[src/rtl/biriscv_defs.sv]
// Shared definitions for the biriscv instruction-fetch path.
//
// Contents:
//   req_id_e     - identifies which requester owns an in-flight icache read
//                  (demand fetch or prefetch)
//   arb_state_e  - grant state of the icache arbiter (open or locked)
//   ICACHE_ARB_MAX_OUTSTANDING / _W - default in-flight read depth and its log2
package biriscv_defs;

    typedef enum logic {
        REQ_ID_DEMAND   = 1'b0,
        REQ_ID_PREFETCH = 1'b1
    } req_id_e;

    typedef enum logic {
        ARB_OPEN   = 1'b0,
        ARB_LOCKED = 1'b1
    } arb_state_e;

    localparam int ICACHE_ARB_MAX_OUTSTANDING   = 2;
    localparam int ICACHE_ARB_MAX_OUTSTANDING_W = 1;

endpackage

[src/rtl/biriscv_icache_arb_if.sv]
// Instruction-cache bus between the fetch arbiter and the icache.
//
// Signals:
//   icache_rd_o / icache_pc_o / icache_priv_o  - read request (arbiter -> icache)
//   icache_accept_i                            - request taken (icache -> arbiter)
//   icache_valid_i / icache_inst_i /
//   icache_error_i / icache_page_fault_i       - in-order response (icache -> arbiter)
//
// Modports:
//   master - the arbiter side
//   slave  - the icache side
interface biriscv_icache_arb_if;

    logic        icache_rd_o;
    logic [31:0] icache_pc_o;
    logic [1:0]  icache_priv_o;
    logic        icache_accept_i;
    logic        icache_valid_i;
    logic [63:0] icache_inst_i;
    logic        icache_error_i;
    logic        icache_page_fault_i;

    modport master (
        output icache_rd_o,
        output icache_pc_o,
        output icache_priv_o,
        input  icache_accept_i,
        input  icache_valid_i,
        input  icache_inst_i,
        input  icache_error_i,
        input  icache_page_fault_i
    );

    modport slave (
        input  icache_rd_o,
        input  icache_pc_o,
        input  icache_priv_o,
        output icache_accept_i,
        output icache_valid_i,
        output icache_inst_i,
        output icache_error_i,
        output icache_page_fault_i
    );

endinterface

[src/rtl/biriscv_icache_arb_idfifo.sv]
// Requester-ID FIFO for the icache arbiter. Records, in issue order, which
// requester owns each in-flight icache read so in-order responses can be
// steered back to the right requester.
//
// Ports:
//   clk, rst  - clock and synchronous active-high reset (clears pointers/count)
//   push      - write push_id at the tail
//   push_id   - requester ID of the accepted read
//   pop       - retire the head entry
//   head_id   - ID at the head (owner of the next response)
//   count     - number of entries held (0..DEPTH)
//
// DEPTH must be a power of two so the pointers wrap on their own.
module biriscv_icache_arb_idfifo
    import biriscv_defs::*;
#(
    parameter int DEPTH   = ICACHE_ARB_MAX_OUTSTANDING,
    parameter int DEPTH_W = ICACHE_ARB_MAX_OUTSTANDING_W
)
(
    input  logic             clk,
    input  logic             rst,
    input  logic             push,
    input  req_id_e          push_id,
    input  logic             pop,
    output req_id_e          head_id,
    output logic [DEPTH_W:0] count
);

    req_id_e              mem [DEPTH];
    logic [DEPTH_W-1:0]   wr_ptr;
    logic [DEPTH_W-1:0]   rd_ptr;

    // Storage carries no reset; entries are only read once pointed at by a
    // valid count, so stale contents are harmless.
    always_ff @(posedge clk) begin
        if (push) begin
            mem[wr_ptr] <= push_id;
        end
    end

    // Push and pop may coincide even when full: the head is read before the
    // tail slot (the same slot) is overwritten at the clock edge.
    always_ff @(posedge clk) begin
        if (rst) begin
            wr_ptr <= '0;
            rd_ptr <= '0;
            count  <= '0;
        end else begin
            if (push) begin
                wr_ptr <= wr_ptr + DEPTH_W'(1);
            end
            if (pop) begin
                rd_ptr <= rd_ptr + DEPTH_W'(1);
            end
            count <= count + (DEPTH_W + 1)'(push) - (DEPTH_W + 1)'(pop);
        end
    end

    assign head_id = mem[rd_ptr];

endmodule

[src/rtl/biriscv_icache_arb.sv]
// Two-requester instruction-cache arbiter. Merges the demand-fetch port (req0)
// and the prefetch port (req1) onto one icache bus, keeps up to
// MAX_OUTSTANDING reads in flight, and steers the in-order responses back to
// the owner with zero latency. A flush discards every read still in flight.
//
// Ports:
//   clk_i, rst_i               - clock, synchronous active-high reset
//   req0_* / req1_*            - demand / prefetch requesters: rd, pc, priv in;
//                                accept (taken this cycle) and valid (response) out
//   resp_inst_o/_error_o/
//   resp_page_fault_o          - response payload shared by both requesters
//   flush_i                    - drop all in-flight responses, block issue
//   icache                     - icache bus (master modport)
//   busy_o                     - reads in flight
//   proto_err_o                - sticky: response arrived with nothing in flight
//
// Build option:
//   BIRISCV_ICACHE_ARB_RR_EN   - round-robin arbitration instead of req0-first
module biriscv_icache_arb
    import biriscv_defs::*;
#(
    parameter int MAX_OUTSTANDING   = ICACHE_ARB_MAX_OUTSTANDING,
    parameter int MAX_OUTSTANDING_W = ICACHE_ARB_MAX_OUTSTANDING_W
)
(
    input  logic                 clk_i,
    input  logic                 rst_i,
    input  logic                 req0_rd_i,
    input  logic [31:0]          req0_pc_i,
    input  logic [1:0]           req0_priv_i,
    output logic                 req0_accept_o,
    output logic                 req0_valid_o,
    input  logic                 req1_rd_i,
    input  logic [31:0]          req1_pc_i,
    input  logic [1:0]           req1_priv_i,
    output logic                 req1_accept_o,
    output logic                 req1_valid_o,
    output logic [63:0]          resp_inst_o,
    output logic                 resp_error_o,
    output logic                 resp_page_fault_o,
    input  logic                 flush_i,
    biriscv_icache_arb_if.master icache,
    output logic                 busy_o,
    output logic                 proto_err_o
);

    localparam int              CNT_W   = MAX_OUTSTANDING_W + 1;
    localparam logic [CNT_W-1:0] CNT_MAX = CNT_W'(MAX_OUTSTANDING);

    arb_state_e        state_q;
    arb_state_e        state_d;
    req_id_e           lock_id_q;
    req_id_e           lock_id_d;
    req_id_e           grant_id;
    req_id_e           head_id;
    logic [CNT_W-1:0]  count;
    logic [CNT_W-1:0]  discard_q;
    logic [CNT_W-1:0]  discard_d;
    logic              can_issue;
    logic              rd_issue;
    logic              accept;
    logic              resp_take;
    logic              resp_drop;
    logic              proto_err_q;

`ifdef BIRISCV_ICACHE_ARB_RR_EN
    logic              rr_ptr_q;
`endif

    // Issue is held off during reset so nothing is accepted and then lost.
    assign can_issue = !rst_i && !flush_i && (count < CNT_MAX);

    // Grant lock state register.
    always_ff @(posedge clk_i) begin
        if (rst_i) begin
            state_q   <= ARB_OPEN;
            lock_id_q <= REQ_ID_DEMAND;
        end else begin
            state_q   <= state_d;
            lock_id_q <= lock_id_d;
        end
    end

    // Grant selection and lock control. A request left hanging (issued, not
    // accepted) keeps its grant so the icache sees a stable address; flush
    // blocks issue, which releases the lock.
    always_comb begin
        state_d   = state_q;
        lock_id_d = lock_id_q;
        grant_id  = REQ_ID_DEMAND;

        case (state_q)
            ARB_LOCKED: begin
                grant_id = lock_id_q;
            end
            default: begin
`ifdef BIRISCV_ICACHE_ARB_RR_EN
                if (rr_ptr_q) begin
                    grant_id = (req1_rd_i || !req0_rd_i) ? REQ_ID_PREFETCH : REQ_ID_DEMAND;
                end else begin
                    grant_id = (req0_rd_i || !req1_rd_i) ? REQ_ID_DEMAND : REQ_ID_PREFETCH;
                end
`else
                grant_id = (req0_rd_i || !req1_rd_i) ? REQ_ID_DEMAND : REQ_ID_PREFETCH;
`endif
            end
        endcase

        rd_issue = can_issue &&
                   ((grant_id == REQ_ID_PREFETCH) ? req1_rd_i : req0_rd_i);
        accept   = rd_issue && icache.icache_accept_i;

        if (rd_issue && !icache.icache_accept_i) begin
            state_d   = ARB_LOCKED;
            lock_id_d = grant_id;
        end else begin
            state_d   = ARB_OPEN;
        end
    end

    assign icache.icache_rd_o   = rd_issue;
    assign icache.icache_pc_o   = (grant_id == REQ_ID_PREFETCH) ? req1_pc_i   : req0_pc_i;
    assign icache.icache_priv_o = (grant_id == REQ_ID_PREFETCH) ? req1_priv_i : req0_priv_i;
    assign req0_accept_o        = accept && (grant_id == REQ_ID_DEMAND);
    assign req1_accept_o        = accept && (grant_id == REQ_ID_PREFETCH);

`ifdef BIRISCV_ICACHE_ARB_RR_EN
    // After each accept the other requester gets first call.
    always_ff @(posedge clk_i) begin
        if (rst_i) begin
            rr_ptr_q <= 1'b0;
        end else if (accept) begin
            rr_ptr_q <= (grant_id == REQ_ID_DEMAND);
        end
    end
`endif

    biriscv_icache_arb_idfifo #(
        .DEPTH   (MAX_OUTSTANDING),
        .DEPTH_W (MAX_OUTSTANDING_W)
    ) u_idfifo (
        .clk     (clk_i),
        .rst     (rst_i),
        .push    (accept),
        .push_id (grant_id),
        .pop     (resp_take),
        .head_id (head_id),
        .count   (count)
    );

    // A response with nothing in flight is ignored entirely (no pop).
    // Responses owed to a flushed read, or arriving with the flush itself,
    // are consumed silently.
    assign resp_take    = icache.icache_valid_i && (count != '0);
    assign resp_drop    = flush_i || (discard_q != '0);
    assign req0_valid_o = resp_take && !resp_drop && (head_id == REQ_ID_DEMAND);
    assign req1_valid_o = resp_take && !resp_drop && (head_id == REQ_ID_PREFETCH);

    assign resp_inst_o       = icache.icache_inst_i;
    assign resp_error_o      = icache.icache_error_i;
    assign resp_page_fault_o = icache.icache_page_fault_i;

    // On flush every read still in flight becomes a discard; a response
    // retired in the flush cycle already counts against that total.
    always_comb begin
        discard_d = discard_q;
        if (flush_i) begin
            discard_d = count + CNT_W'(accept) - CNT_W'(resp_take);
        end else if (resp_take && (discard_q != '0)) begin
            discard_d = discard_q - CNT_W'(1);
        end
    end

    // Discard counter and sticky protocol-error flag.
    always_ff @(posedge clk_i) begin
        if (rst_i) begin
            discard_q   <= '0;
            proto_err_q <= 1'b0;
        end else begin
            discard_q <= discard_d;
            if (icache.icache_valid_i && (count == '0)) begin
                proto_err_q <= 1'b1;
            end
        end
    end

    assign busy_o      = (count != '0);
    assign proto_err_o = proto_err_q;

endmodule

[src/flat_wrapper.sv]
// flat-port wrapper written by rule: the top's interface ports become plain ports
module biriscv_icache_arb_flat import biriscv_defs::*;
#(
    parameter int MAX_OUTSTANDING   = ICACHE_ARB_MAX_OUTSTANDING,
    parameter int MAX_OUTSTANDING_W = ICACHE_ARB_MAX_OUTSTANDING_W
)
  (clk_i, rst_i, req0_rd_i, req0_pc_i, req0_priv_i, req0_accept_o, req0_valid_o, req1_rd_i, req1_pc_i, req1_priv_i, req1_accept_o, req1_valid_o, resp_inst_o, resp_error_o, resp_page_fault_o, flush_i, busy_o, proto_err_o, icache_icache_rd_o, icache_icache_pc_o, icache_icache_priv_o, icache_icache_accept_i, icache_icache_valid_i, icache_icache_inst_i, icache_icache_error_i, icache_icache_page_fault_i);
  biriscv_icache_arb_if icache_i ();
  input  logic clk_i;
  input  logic rst_i;
  input  logic req0_rd_i;
  input  logic [31:0] req0_pc_i;
  input  logic [1:0] req0_priv_i;
  output logic req0_accept_o;
  output logic req0_valid_o;
  input  logic req1_rd_i;
  input  logic [31:0] req1_pc_i;
  input  logic [1:0] req1_priv_i;
  output logic req1_accept_o;
  output logic req1_valid_o;
  output logic [63:0] resp_inst_o;
  output logic resp_error_o;
  output logic resp_page_fault_o;
  input  logic flush_i;
  output logic busy_o;
  output logic proto_err_o;
  output wire logic [$bits(icache_i.icache_rd_o)-1:0] icache_icache_rd_o;
  output wire logic [$bits(icache_i.icache_pc_o)-1:0] icache_icache_pc_o;
  output wire logic [$bits(icache_i.icache_priv_o)-1:0] icache_icache_priv_o;
  input wire logic [$bits(icache_i.icache_accept_i)-1:0] icache_icache_accept_i;
  input wire logic [$bits(icache_i.icache_valid_i)-1:0] icache_icache_valid_i;
  input wire logic [$bits(icache_i.icache_inst_i)-1:0] icache_icache_inst_i;
  input wire logic [$bits(icache_i.icache_error_i)-1:0] icache_icache_error_i;
  input wire logic [$bits(icache_i.icache_page_fault_i)-1:0] icache_icache_page_fault_i;
  assign icache_icache_rd_o = icache_i.icache_rd_o;
  assign icache_icache_pc_o = icache_i.icache_pc_o;
  assign icache_icache_priv_o = icache_i.icache_priv_o;
  assign icache_i.icache_accept_i = icache_icache_accept_i;
  assign icache_i.icache_valid_i = icache_icache_valid_i;
  assign icache_i.icache_inst_i = icache_icache_inst_i;
  assign icache_i.icache_error_i = icache_icache_error_i;
  assign icache_i.icache_page_fault_i = icache_icache_page_fault_i;
  biriscv_icache_arb #(.MAX_OUTSTANDING(MAX_OUTSTANDING), .MAX_OUTSTANDING_W(MAX_OUTSTANDING_W)) u_core (.clk_i(clk_i), .rst_i(rst_i), .req0_rd_i(req0_rd_i), .req0_pc_i(req0_pc_i), .req0_priv_i(req0_priv_i), .req0_accept_o(req0_accept_o), .req0_valid_o(req0_valid_o), .req1_rd_i(req1_rd_i), .req1_pc_i(req1_pc_i), .req1_priv_i(req1_priv_i), .req1_accept_o(req1_accept_o), .req1_valid_o(req1_valid_o), .resp_inst_o(resp_inst_o), .resp_error_o(resp_error_o), .resp_page_fault_o(resp_page_fault_o), .flush_i(flush_i), .icache(icache_i), .busy_o(busy_o), .proto_err_o(proto_err_o));
endmodule
[config.mk]
export PLATFORM = sky130hd
export DESIGN_NAME = biriscv_icache_arb_flat
export DESIGN_NICKNAME = d
export VERILOG_FILES = /design/src/rtl/biriscv_defs.sv /design/src/rtl/biriscv_icache_arb_if.sv /design/src/rtl/biriscv_icache_arb_idfifo.sv /design/src/rtl/biriscv_icache_arb.sv /design/src/flat_wrapper.sv
export SDC_FILE = /design/constraint.sdc
export NUM_CORES = 1
export LEC_CHECK = 0
export BUFFER_PORTS_ARGS = -buffer_cell sky130_fd_sc_hd__clkbuf_2
export CORE_AREA = 4 4 94 96
export CTS_BUF_LIST = sky130_fd_sc_hd__clkbuf_4 sky130_fd_sc_hd__clkbuf_8
export CTS_CLUSTER_DIAMETER = 50
export DETAILED_ROUTE_END_ITERATION = 8
export DIE_AREA = 0 0 98 100
export PLACE_DENSITY_LB_ADDON = 0.1
export SLEW_MARGIN = 10
export SYNTH_ARGS = -nofsm -noshare
export SYNTH_HDL_FRONTEND = slang
export SYNTH_HIERARCHICAL = 1
export SYNTH_SLANG_ARGS = --single-unit
export TNS_END_PERCENT = 5
[constraint.sdc]
create_clock -name clk_i -period 2.1 [get_ports clk_i]
set_input_delay 0.21 -clock clk_i [delete_from_list [all_inputs] [get_ports clk_i]]
set_output_delay 0.21 -clock clk_i [all_outputs]
set_load 0.1 [all_outputs]
Word level (Yosys, flattened, before mapping)
Memories as Yosys holds them, arrays and structs flattened. A register that Yosys moved wholly into a read port is not among the register bits.
Index checks and enable logic that the tools add are counted.
{"block": "totals", "elab_cells": 52, "memories": 1, "in_bits": 141, "reg_bits": 9, "mem_bits_rw": 2, "latchBits": 0, "romBits": 0, "out_inout_bits": 107}
{"memory": "u_core.u_idfifo.mem", "words": 2, "width": 1, "read_ports": 1, "rd_clocked_by_memory_dff": 1, "wr": 1, "line_no": "biriscv_icache_arb_idfifo.sv:30", "text": "req_id_e mem [DEPTH];"}
{"block": "op_classes", "div": 0, "addsub": 5, "n_bitwise": 2, "eq_ne": 0, "shift": 0, "order_cmp": 1, "multipliers": 0, "muxes": 12, "n_reduce_logical": 24}
{"operator": "32-bit two-way mux", "n": 1}
{"operator": "1-bit logical AND", "n": 13}
{"operator": "1-bit two-way mux", "n": 8}
{"operator": "2-bit two-way mux", "n": 3}
{"operator": "2-bit nonzero test", "n": 3}
{"operator": "1-bit zero test", "n": 5}
{"operator": "1-bit adder (second input constant)", "n": 2}
{"operator": "2-bit by 1-bit adder with 2-bit output", "n": 1}
{"operator": "2-bit zero test", "n": 1}
{"operator": "1-bit logical OR", "n": 2}
{"operator": "2-bit less-than comparator (second input constant)", "n": 1}
{"operator": "1-bit NOT", "n": 2}
{"operator": "2-bit by 1-bit subtractor with 2-bit output", "n": 1}
{"operator": "2-bit by 1-bit subtractor with 2-bit output (second input constant)", "n": 1}

Logic depth before layout (Yosys ltp)
Gate-level depths: netlist of the first run.
{"block": "logic_depth", "ltp_word": 10, "ltp_mapped": 10, "ltp_nobuf": 10}

Modules after synthesis
The synthesis of the first run kept the hierarchy.
{"mod": "biriscv_icache_arb", "area_per_inst_um2": 1411.4, "cells_each": 148, "seq_area_each_um2": 100.1, "instances": 1}
{"mod": "biriscv_icache_arb_idfifo", "area_per_inst_um2": 275.3, "cells_each": 22, "seq_area_each_um2": 160.2, "instances": 1}

Worst setup path before layout of the first run
Ideal clock, no wire load.
{"block": "synth_path", "path_kind": "register -> output", "startpoint": "reg (tool-made name)", "endpoint": "out req0_valid_o", "n_path_buf": 0, "slack_ps": -1869, "arrival_time_ps": 3759, "path_stages_with_launch": 3, "t_required_ps": 1890, "path_cell_list": "dfxtp_1 -> mux2_2 -> nor4b_1"}
{"element": "end: declaration", "line_no": "flat_wrapper.sv:15", "text": "output logic req0_valid_o;"}

Worst setup path in the final report of the first run
{"block": "layout_path", "startpoint": "reg u_core.lock_id_q", "endpoint": "out icache_icache_priv_o[0]"}
{"block": "layout_via", "elab_chain_cells": 2}
{"element": "start: declaration", "line_no": "biriscv_icache_arb.sv:52", "text": "req_id_e lock_id_q;"}
{"element": "start signal: assignment", "line_no": "biriscv_icache_arb.sv:80", "text": "lock_id_q <= lock_id_d;"}
{"element": "1-bit two-way mux", "line_no": "biriscv_icache_arb.sv:92", "text": "case (state_q)"}
{"element": "2-bit two-way mux", "line_no": "biriscv_icache_arb.sv:123", "text": "assign icache.icache_priv_o = (grant_id == REQ_ID_PREFETCH) ? req1_priv_i : req0_priv_i;"}
{"element": "end: declaration", "line_no": "flat_wrapper.sv:29", "text": "output wire logic [$bits(icache_i.icache_priv_o)-1:0] icache_icache_priv_o;"}
No other way between the ends.

==> impl_metrics.csv, run 1 <==
group,metric,value,unit
detailed_routing,final_antenna_net_count,0,
detailed_routing,firstDrtPassIters,2,
critical_path,cp.required,1.89,ns
sta,fmax,503,MHz
floorplan,die_y,100,um
sta,tns,0,ns
place,dp_hpwl,4410,um
floorplan,start_util,0.209,
critical_path,worstPathCellList,"nand2_1 > o21a_2 > buf_4 > mux2_2 > clkbuf_2",
pwr,peakVddDrop,1.22,mV
floorplan,rows,33,
critical_path,cp-start-kind,"register",
critical_path,critical_path_class,"reg -> out",
synthesis,synth_area,0.00169,mm2
sta,finalSetupViolations,0,
clock_network,htreeDepth,1,
finish,finish.utilization,0.245,
critical_path,slowest_delay,0.37,ns
critical_path,critPathCaptureType,"output pin",
sta,tightest_slew,0.552,ns
global_routing,antenna_found_initial,0,
floorplan,io_pins,248,
floorplan,die_width,98,um
synthesis,netlist_instances,170,
clock_network,cts_setup_buffers,0,
sta,hold_violations,0,
clock_network,clk_latency,0.24,ns
pwr,leakage,1.12,nW
critical_path,crit_buf_inv,2,
detailed_routing,wl_per_cell,14.8,um
clock_network,cts_buffers,3,
finish,fillers,913,
finish,areaGrowthSynthToFinish,16.9,%
critical_path,crit_arrival,1.78,ns
sta,skew,0.00257,ns
global_routing,grt.total_usage,0.0949,
detailed_routing,wl,4890,um
sta,fin_crit_sh,0.947,
critical_path,slowest_stage,"clkbuf_2",
global_routing,grt_max_degree,28,
finish,finalNetCount,373,
synthesis,synth-seq-cells,12,
finish,multiInputGateArea,848,um2
synthesis,synth-async-reset-ratio,0,
synthesis,synth.distinct_cells,29,
pwr,powerDensity,960,mW/mm2
detailed_routing,first_iter_violations,17,
clock_network,clockRootBuffer,"clkbuf_8",
detailed_routing,via_per_inst,3.96,
synthesis,syn_area_per_cell,9.92,um2
outcome,outcome,"finished clean",
floorplan,core,0.00805,mm2
sta,slew_headroom,0.634,
synthesis,ys_warn_count,6,
detailed_routing,vias,1312,
global_routing,overflow,0,
min_path,hold_class,"in -> reg",
clock_network,cts_tree,"yes",
place,io_buffers,115,
detailed_routing,drc,0,
critical_path,cpLargestDelayFamily,"buffers and inverters",
place,gp_congestion,0.729,
critical_path,crit_fanout,5,
sta,finalHoldWorstSlack,0.238,ns
place,place_area,0.00192,mm2
run,maxCapViolations,0,
finish,drive_gt1_frac,0.739,
synthesis,synth_top_area_cell,"buf_4",
synthesis,yosys-top-cells-area,"buf_4 29%, mux2_4 24%, dfxtp_1 12%, mux2_2 6.0%, ha_1 3.7%",
finish,regArea,260,um2
global_routing,grt_pass1_wl,7420,um
pwr,total_power,0.00189,W
synthesis,synth_ff_type,"dfxtp_1",
sta,fin_crit,1.99,ns
clock_network,cts_hold_buf,0,
sta,finalMaxSlewViolations,0,
global_routing,grt_pass1_vias,1415,
floorplan,die_area,0.00980,mm2
synthesis,synth_edf_count,2,
clock_network,clockBufferDepth,2,
finish,num_antenna_cells,0,
synthesis,synth_nets,316,
synthesis,synth_top_area_share,0.294,
finish,post-route-cell-area,0.00197,mm2
clock_network,path_clk_slew,0.05,ns
synthesis,seq_area_frac_synth,0.154,
clock_network,clock-sinks,12,
sta,rsz0062_at_grt,"false",
-- final cells by class --
type | count | share of cell area
inverters | 10 | 0.0190
flip-flops and latches | 12 | 0.132
repair buffers | 122 | 0.327
well taps | 105 | 0.0666
clock buffers | 4 | 0.0247
multi-input cells | 78 | 0.430
-- cells in the final DEF, fill, tap and decap left out, drive strengths merged --
| cell | count |
|---|---|
| a21oi | 2 |
| and2 | 2 |
| and3b | 1 |
| and4b | 1 |
| buf | 36 |
| clkbuf | 90 |
| dfxtp | 10 |
| edfxtp | 2 |
| ha | 5 |
| inv | 10 |
| mux2 | 36 |
| mux2i | 1 |
| nand2 | 1 |
| nand2b | 2 |
| nand3 | 1 |
| nand3b | 2 |
| nor2 | 10 |
| nor2b | 1 |
| nor3 | 1 |
| nor4b | 1 |
| o21a | 3 |
| o21ai | 1 |
| o31ai | 1 |
| xnor2 | 5 |
| xnor3 | 1 |
-- registers in the layout, indices dropped and copies added (netlist names), named ones only --
signal,cells
u_core/discard_q,2
u_core/u_idfifo/count,2
u_core/u_idfifo/mem,2
u_core/lock_id_q,1
u_core/proto_err_o,1
u_core/state_q,1
u_core/u_idfifo/rd_ptr,1
u_core/u_idfifo/wr_ptr,1
-- worst reg2reg max path: cells and delay by family, from the launching register on --
kind                     cells  cell delay, ns
flip-flops                   1            0.31
adder cells (fa/ha/maj)      2            0.49
XOR/XNOR                     2            0.31
AO/OA/AOI/OAI                2            0.23
buffers and inverters        1            0.04
AND/OR/NAND/NOR              3            0.42
-- synth_stat cells (2+ instances only) --
cell	instances
a21oi_1	2
ha_1	5
nor2_1	10
buf_12	2
inv_1	10
nand3b_1	2
mux2_4	27
buf_4	66
o21a_1	3
xnor2_1	5
and2_1	2
dfxtp_1	10
edfxtp_1	2
mux2_2	9
-- path summary, 6_finish.rpt --
check             slack [ns]  cells after the start                      from                       to
hold / removal          0.24                      3     icache_icache_valid_i       u_core/proto_err_o
setup reg to reg        0.23                     10  u_core/u_idfifo/count[1]      u_core/discard_q[1]
setup / recovery        0.11                      5          u_core/lock_id_q  icache_icache_priv_o[0]
hold reg to reg         0.47                      2        u_core/proto_err_o       u_core/proto_err_o
-- power by group --
| part | total [W] | switching (W) | internal (W) |
|---|---|---|---|
| clock | 0.000227 | 0.0000803 | 0.000146 |
| sequential | 0.000330 | 0.0000353 | 0.000294 |
| combinational | 0.00134 | 0.000929 | 0.000407 |
| total | 0.00189 | 0.00104 | 0.000848 |
-- kinds of logic after synthesis --
kind of cell | after synthesis | synth area share
compound gates | 7 | 0.0289
xor+xnor | 6 | 0.0393
fa+ha+maj | 5 | 0.0371
buf+inv | 80 | 0.355
flops | 12 | 0.154
mux | 37 | 0.306
simple gates | 23 | 0.0786
-- metrics by stage --
stage | setup slack [ns] | cells
finish | 0.112 | 331
global route | 0.00424 | 331
CTS | 0.00345 | 331
detailed placement | 0.184 | 327
global placement | 0.218 | 327
floorplan | -0.266 | 170
-- repair_timing --
item	in CTS	in global routing
gates resized for setup	0	28
setup endpoints to repair	0	29
hold endpoints to repair	0	0
-- per-layer routing --
layer  track usage  vias up  share of wire
met1         0.102      557           0.38
met4        0.0192        0         0.0047
met2         0.161      142           0.46
met3        0.0584        6           0.16
met5             0        -              0
li1              -      607              -
(Power assumes the default switching activity.)
==> inputs of run 2 (changes only) <==
- PLACE_DENSITY_LB_ADDON: 0.1 -> unset
==> run 2 against run 1 <==
  * Global-route usage shrank 0.69 points
  * Register-to-register slack lost 0.15 ns
  * Clock skew shrank 0.00076 ns
  * Non-clock buffer count shrank 4
  * Flip-flop and latch count is the same
  * Utilization grew 4.9 points
  * Die area is the same
  * Fmax shrank 1.5%
  * Final cell count shrank 1.5%
  * Critical path type is now reg -> reg
  * Largest cell class is now non-clock buffers
==> impl_metrics.csv, run 2 (synthesis results as in run 1) <==
group,metric,value,unit
clock_network,path_clk_slew,0.05,ns
sta,finalMaxSlewViolations,0,
floorplan,die_width,98,um
critical_path,crit_fanout,5,
floorplan,core,0.00805,mm2
critical_path,critical_path_class,"reg -> reg",
pwr,powerDensity,858,mW/mm2
sta,fin_crit,2.02,ns
critical_path,crit_top_cell,"ha_1",
critical_path,cp.required,2.22,ns
outcome,outcome,"finished clean",
global_routing,grt.total_usage,0.0881,
detailed_routing,drc,0,
detailed_routing,vias,1260,
detailed_routing,firstDrtPassIters,4,
sta,rsz0062_at_grt,"false",
sta,slew_headroom,0.636,
critical_path,crit_buf_inv,1,
critical_path,slowest_stage,"dfxtp_1",
clock_network,clk_latency,0.23,ns
sta,hold_violations,0,
finish,layout_commonest_cell,"clkbuf_2",
critical_path,crit_cells,10,
place,dp_worst_setup_slack,0.0851,ns
sta,fmax,495,MHz
finish,final_cell_mix,"86 x clkbuf_2, 29 x buf_12, 27 x mux2_4",
critical_path,rr_worst_depth,10,
finish,drive_gt1_frac,0.738,
critical_path,slowest_delay,0.37,ns
detailed_routing,first_iter_violations,11,
global_routing,grt_max_degree,19,
sta,setup_ws,0.0806,ns
floorplan,die_area,0.00980,mm2
global_routing,grt_pass1_vias,1323,
clock_network,cts_tree,"yes",
sta,tns,0,ns
critical_path,cpLargestDelayFamily,"adder cells",
global_routing,overflow,0,
place,io_buffers,115,
floorplan,die_y,100,um
place,dp_hpwl,4080,um
clock_network,cts_setup_buffers,0,
global_routing,grt_pass1_wl,6910,um
global_routing,antenna_found_initial,0,
clock_network,htreeDepth,1,
sta,skew,0.00181,ns
min_path,hold_class,"in -> reg",
detailed_routing,wl,4620,um
critical_path,cp-start-kind,"register",
clock_network,clockBufferDepth,2,
critical_path,crit_arrival,2.14,ns
sta,fin_crit_sh,0.962,
min_path,whs_path_depth,3,
finish,finalNetCount,369,
finish,fillers,867,
run,maxCapViolations,0,
pwr,peakVddDrop,0.531,mV
finish,instances_no_fill,326,
detailed_routing,wl_per_cell,14.2,um
critical_path,critPathCaptureType,"register",
place,gp_congestion,0.745,
critical_path,worstPathCellList,"nor3_2 > o21a_1 > nand3_1 > ha_1 > inv_1 > ha_1 > xnor2_2 > xnor2_1 > nand3b_1 > o31ai_1",
detailed_routing,via_per_inst,3.87,
sta,tightest_slew,0.548,ns
clock_network,clockRootBuffer,"clkbuf_8",
place,dpl.cell_count,323,
finish,num_antenna_cells,0,
floorplan,rows,33,
detailed_routing,final_antenna_net_count,0,
finish,areaGrowthSynthToFinish,40.3,%
pwr,leakage,1.25,nW
floorplan,start_util,0.209,
sta,finalHoldWorstSlack,0.249,ns
clock_network,cts_buffers,3,
floorplan,io_pins,248,
finish,reg_top3,"u_core/discard_q: 2 flops, u_core/u_idfifo/count: 2 flops, u_core/u_idfifo/mem: 2 flops",
clock_network,clock-sinks,12,
sta,finalSetupViolations,0,
[run 2: timing repair]
action / 4_1_cts / 5_1_grt
setup endpoints to repair: 28 / 1
resized for setup: 1 / 2
hold buffers: 0 / 0
endpoints found under the hold margin: 0 / 0
[run 2: report_power, final]
part	switching [W]	total, W	internal, W
registers	0.0000455	0.000340	0.000295
clock network	0.0000754	0.000201	0.000126
logic	0.000951	0.00149	0.000539
total	0.00107	0.00203	0.000959
[run 2: routing by layer]
metal / track usage / routed length [um] / vias to the layer above
li1: - / - / 596
met1: 0.107 / 1870 / 548
met2: 0.134 / 2060 / 98
met3: 0.0452 / 535 / 18
met4: 0.0319 / 148 / 0
met5: 0 / 0 / -
[run 2: final timing paths]
kind                               to                     start  slack [ns]
setup / recovery  u_core/discard_q[1]  u_core/u_idfifo/count[1]        0.08
hold / removal     u_core/proto_err_o     icache_icache_valid_i        0.25
setup reg to reg  u_core/discard_q[1]  u_core/u_idfifo/count[1]        0.08
hold reg to reg      u_core/lock_id_q          u_core/lock_id_q        0.47
[run 2: worst register-to-register path, stage by stage, from the launching register on]
cell      delay, ns
dfxtp_1        0.37
nor3_2         0.20
o21a_1         0.18
nand3_1        0.16
ha_1           0.33
inv_1          0.04
ha_1           0.21
xnor2_2        0.15
xnor2_1        0.12
nand3b_1       0.09
o31ai_1        0.07
[run 2: final cells by class]
type,instances,area (um2),share of cell area
Clock buffer,3,41.3,0.0175
Inverter,10,37.5,0.0159
Multi-Input combinational cell,78,862,0.364
Sequential cell,12,260,0.110
Tap cell,105,131,0.0555
Timing Repair Buffer,118,1030,0.437
[run 2: metrics by stage]
stage / utilization / power [W] / instance area (um2)
floorplan: - / 0.00202 / 1700
global placement: 0.286 / 0.00180 / 2310
detailed placement: 0.286 / 0.00183 / 2310
CTS: 0.292 / 0.00204 / 2350
global route: 0.294 / 0.00214 / 2370
finish: 0.294 / 0.00203 / 2370
